`config.mk`:
```
export PLATFORM = sky130hd
export DESIGN_NAME = booth4_seq_mult
export DESIGN_NICKNAME = d
export VERILOG_FILES = /design/src/rtl/booth4_pkg.sv /design/src/rtl/booth4_pp_gen.sv /design/src/rtl/booth4_seq_mult.sv
export SDC_FILE = /design/constraint.sdc
export NUM_CORES = 1
export LEC_CHECK = 0
export ABC_AREA = 1
export BUFFER_PORTS_ARGS = -buffer_cell sky130_fd_sc_hd__buf_2
export CORE_AREA = 2 2 78 80
export CTS_BUF_LIST = sky130_fd_sc_hd__clkbuf_16
export CTS_CLUSTER_SIZE = 40
export DETAILED_ROUTE_END_ITERATION = 8
export DIE_AREA = 0 0 80 82
export PLACE_DENSITY = 0.8
export SLEW_MARGIN = 20
export SYNTH_ARGS = -nofsm -noshare
export SYNTH_HDL_FRONTEND = slang
export SYNTH_SLANG_ARGS = --single-unit
```
`constraint.sdc`:
```
create_clock -name clk -period 5.9 [get_ports clk]
set_input_delay 0.885 -clock clk [delete_from_list [all_inputs] [get_ports clk]]
set_output_delay 0.885 -clock clk [all_outputs]
set_load 0.02 [all_outputs]
```
`src/rtl/booth4_pkg.sv`:
```
// booth4_pkg: shared types and digit recoding
// for the radix-4 Booth multiplier.
package booth4_pkg;

  localparam int INV  = 2;
  localparam int SEL2 = 1;
  localparam int SEL1 = 0;

  typedef enum logic {
    IDLE,
    RUN
  } state_t;

  // Map a 3-bit multiplier window to {inv, sel2, sel1}
  function automatic logic [2:0] booth4_recode(
    input logic [2:0] w
  );
    logic [2:0] c;
    c = 3'b000;
    case (w)
      3'd1, 3'd2: c = 3'b001;
      3'd3:       c = 3'b010;
      3'd4:       c = 3'b110;
      3'd5, 3'd6: c = 3'b101;
      default:    c = 3'b000;
    endcase
    return c;
  endfunction

endpackage

```
`src/rtl/booth4_pp_gen.sv`:
```
// booth4_pp_gen: partial product for one
// Booth digit; negation is ~x plus carry-in.
module booth4_pp_gen
  import booth4_pkg::*;
#(
  parameter int WIDTH = 8
) (
  input  logic [WIDTH-1:0]        mcand,
  input  logic [2:0]              code,
  output logic signed [WIDTH+1:0] pp
);

  logic [WIDTH+1:0] mag;
  logic [WIDTH+1:0] ones;
  logic [WIDTH+1:0] cin;

  // pick 0, m or 2m, sign-extended to WIDTH+2
  always_comb begin
    mag = '0;
    unique case (1'b1)
      code[SEL2]: mag = {mcand[WIDTH-1], mcand, 1'b0};
      code[SEL1]: mag = {{2{mcand[WIDTH-1]}}, mcand};
      default:    mag = '0;
    endcase
  end

  assign ones = code[INV] ? ~mag : mag;
  assign cin  = {{(WIDTH+1){1'b0}}, code[INV]};
  assign pp   = signed'(ones + cin);

endmodule

```
`src/rtl/booth4_seq_mult.sv`:
```
// booth4_seq_mult: sequential signed radix-4
// Booth multiplier, one digit per clock.
module booth4_seq_mult
  import booth4_pkg::*;
#(
  parameter int WIDTH = 8
) (
  input  logic                 clk,
  input  logic                 rst,
  input  logic                 start,
  input  logic [WIDTH-1:0]     a,
  input  logic [WIDTH-1:0]     b,
  output logic                 busy,
  output logic                 done,
  output logic [2*WIDTH-1:0]   p
);

  localparam int PW = 2 * WIDTH;
  localparam int ND = WIDTH / 2;
  localparam int CW = (ND > 2) ? $clog2(ND) : 1;
  localparam logic [CW-1:0] LAST = CW'(ND - 1);

  state_t                  state;
  logic [WIDTH-1:0]        mcand;
  logic [WIDTH:0]          mreg;
  logic [PW-1:0]           acc;
  logic [CW-1:0]           count;
  logic [2:0]              code;
  logic signed [WIDTH+1:0] pp;
  logic [PW-1:0]           pp_ext;
  logic [PW-1:0]           acc_next;

  assign code = booth4_recode(mreg[2:0]);

  booth4_pp_gen #(
    .WIDTH(WIDTH)
  ) u_pp (
    .mcand(mcand),
    .code (code),
    .pp   (pp)
  );

  assign pp_ext = {{(PW-WIDTH-2){pp[WIDTH+1]}}, pp};

  // weight digit i by 4^i; wraps mod 2^PW
  assign acc_next = acc + (pp_ext << {count, 1'b0});

  // control FSM with datapath and registered outputs
  always_ff @(posedge clk) begin
    if (rst) begin
      state <= IDLE;
      busy  <= 1'b0;
      done  <= 1'b0;
      p     <= '0;
      acc   <= '0;
      mreg  <= '0;
      mcand <= '0;
      count <= '0;
    end else begin
      done <= 1'b0;
      unique case (state)
        IDLE: begin
          if (start) begin
            mcand <= a;
            mreg  <= {b, 1'b0};
            acc   <= '0;
            count <= '0;
            busy  <= 1'b1;
            state <= RUN;
          end
        end
        RUN: begin
          acc   <= acc_next;
          mreg  <= {{2{mreg[WIDTH]}}, mreg[WIDTH:2]};
          count <= count + 1'b1;
          if (count == LAST) begin
            p     <= acc_next;
            done  <= 1'b1;
            busy  <= 1'b0;
            state <= IDLE;
          end
        end
        default: state <= IDLE;
      endcase
    end
  end

endmodule
```
==> impl_metrics.json <==
{
  "nFillCells": 515,
  "h-tree-depth": 2,
  "slew_violations": 0,
  "critical_path.startpoint_type": "flop",
  "maxCapViolCount": 0,
  "p_sw_uw": 272,
  "drive_above_1_share_pct": 16.6,
  "stdcell_count": 600,
  "worst_pin_slew_ps": 974,
  "layout.nets": 561,
  "p_clk_share_pct": 32.7,
  "combPwrFrac_pct": 21.8,
  "drt_wl_total_um": 7860,
  "start_util_pct": 58.0,
  "vdd.ir_drop.worst_mv": 0.170,
  "dr.pass1.iters": 7,
  "via_per_inst": 5.55,
  "worstPathRequired_ps": 6060,
  "cts_tree": "done",
  "fin_crit_ps": 3850,
  "place.gp.congestion": 0.921,
  "grt_pass1_vias": 3215,
  "die_w_um": 80,
  "grt_max_degree": 35,
  "ys_ff_latch": 54,
  "syn-num-nets": 533,
  "post-dp-hpwl_um": 5740,
  "total_power_uw": 877,
  "coreArea_um2": 5750,
  "clk_pin_slew_ps": 70,
  "p_int_uw": 605,
  "hold_violations": 0,
  "rsz0062_at_grt": "false",
  "hold_class": "reg2reg",
  "yosys_warnings": 0,
  "seqPwrFrac_pct": 45.5,
  "leakage_nw": 1.87,
  "synth_area_um2": 3330,
  "synth_area_leaders": "dfxtp_1 (32%), nand2_1 (16%), nand3_1 (9.0%)",
  "fin_crit_sh_pct": 65.2,
  "synthCells": 496,
  "synth_edf_count": 0,
  "clock_path_buffers": 2,
  "die_y_um": 82,
  "multi_input_area_um2": 2030,
  "finalSetupViolCount": 0,
  "clock_skew_ps": 5.20,
  "critPathMaxFanout": 5,
  "clock_latency_ps": 290,
  "yosysMostFrequentCell": "nand2_1",
  "cts_setup_buffers": 0,
  "ys.flop_type": "dfxtp_1",
  "synthTopCellsByCount": "nand2_1 (146), nand3_1 (60), dfxtp_1 (54), a21oi_1 (34), inv_1 (33)",
  "antenna_found_initial": 0,
  "drt_iter0_markers": 255,
  "synth_top_area_cell": "dfxtp_1",
  "grt_usage_pct": 26.4,
  "yosysSeqAreaShare_pct": 32.4,
  "io_pins": 37,
  "io_buffers": 36,
  "ant_nets": 0,
  "fp-row-count": 28,
  "dp.cells": 592,
  "area_growth_pct": 10.9,
  "post_drt_wl_per_cell_um": 13.1,
  "die-area_um2": 6560,
  "ff_latch_area_um2": 1080,
  "yosysUniqueCellTypes": 36,
  "end_kind": "flop",
  "overflow": 0,
  "drc": 0,
  "numClockSinks": 54,
  "cts-buffers-inserted": 5,
  "ctsHoldBuffers": 0,
  "async_reset_ff_share_pct": 0,
  "vias": 3330,
  "synth.avg_cell_area_um2": 6.72,
  "worstSetupPathType": "reg2reg",
  "critPathArrivalTime_ps": 4010,
  "yosysTopAreaCellShare_pct": 32.4,
  "cts_root_buf": "clkbuf_16",
  "tns_ps": 0,
  "relSlewSlack_pct": 35.0,
  "cts_resized": 0,
  "clock.fmax_ghz": 0.260,
  "diodes": 0,
  "status": "finished clean",
  "p_per_area_nw_per_um2": 237,
  "p_sw_share_pct": 31.0,
  "grt_pass1_wl_um": 13900
}
-- cell type report --
cell class                 instances  share of cell area (%)
clock inverter                     3                   0.440
multi-input combinational        385                    55.0
tap                               75                    2.54
inverter                          40                    4.06
clock buffer                       5                    3.39
timing repair buffer              38                    5.28
sequential                        54                    29.2
-- kinds of logic after synthesis --
family	share of synthesized area (%)
AO/OA/AOI/OAI	13.7
buffers and inverters	6.53
flip-flops	32.4
XOR/XNOR	2.85
adder cells (fa/ha/maj)	6.98
AND/OR/NAND/NOR	37.5
-- worst max-delay path: stages (launching register included) --
cell and delay [ps]:
dfxtp_1 430, nand2_2 100, nand2_2 110, o21a_2 160
nand2_1 60, nand2_2 100, xor2_1 180, ha_1 230
nand2_1 100, nor2_2 150, xor2_1 200, nand2_1 110
nand3_1 100, o21ai_0 100, ha_1 350, a21oi_1 170
o21ai_0 130, a21oi_1 290, nor3_1 80, nor2_1 100
inv_1 60, or2_2 280, nand3_1 70, a21oi_1 80
-- placed cells by master (no fill, tap or decap), types with 6 or more instances in the layout --
cell / synthesis / routed
a21oi_1: 34 / 34
buf_2: 3 / 36
dfxtp_1: 54 / 54
ha_1: 17 / 17
inv_1: 33 / 33
inv_2: 6 / 6
nand2_1: 146 / 146
nand2_2: 9 / 9
nand3_1: 60 / 60
nor2_1: 31 / 31
o21ai_0: 23 / 23
or2_2: 10 / 10
xor2_1: 8 / 8
-- through the flow --
| step | cell area, um2 | util [%] | worst slack (ps) | hold WS [ps] |
|---|---|---|---|---|
| 3_3_place_gp | 3550 | 61.9 | 2300 | 452 |
| 5_1_grt | 3700 | 64.3 | 1670 | 495 |
| 3_5_place_dp | 3550 | 61.9 | 2170 | 460 |
| 4_1_cts | 3700 | 64.3 | 2110 | 471 |
| 6_report | 3700 | 64.3 | 2050 | 470 |
| 2_1_floorplan | 3330 | - | 2610 | 445 |
-- metal layers --
| layer | global-route usage, % | routed length (um) |
|---|---|---|
| met2 | 45.6 | 3670 |
| met1 | 34.6 | 3730 |
| met4 | 8.47 | 142 |
| met3 | 2.86 | 319 |
| met5 | 0 | 0 |
-- power by group through the flow --
stage               clock network, mW  registers, mW  logic [mW]
finish                          0.287          0.399       0.192
global route                    0.302          0.401       0.218
CTS                             0.294          0.398       0.189
detailed placement                  0          0.407       0.188
global placement                    0          0.406       0.182
floorplan                           0          0.399       0.153
-- flip-flops by register name, summed over array words and instances (netlist names) --
name / flops
acc: 16
p: 16
mreg: 9
mcand: 8
count: 2
busy: 1
done: 1
state: 1
-- path summary, 6_finish.rpt --
| kind | startpoint | endpoint | slack [ps] | cells after the start |
|---|---|---|---|---|
| min reg2reg | acc[0]$_SDFFE_PP0P_ | acc[0]$_SDFFE_PP0P_ | 470 | 2 |
| min | acc[0]$_SDFFE_PP0P_ | acc[0]$_SDFFE_PP0P_ | 470 | 2 |
| max reg2reg | mreg[1]$_SDFFE_PP0P_ | acc[9]$_SDFFE_PP0P_ | 2050 | 23 |
| max | mreg[1]$_SDFFE_PP0P_ | acc[9]$_SDFFE_PP0P_ | 2050 | 23 |
Note: power is estimated with default switching activity, not from simulation.
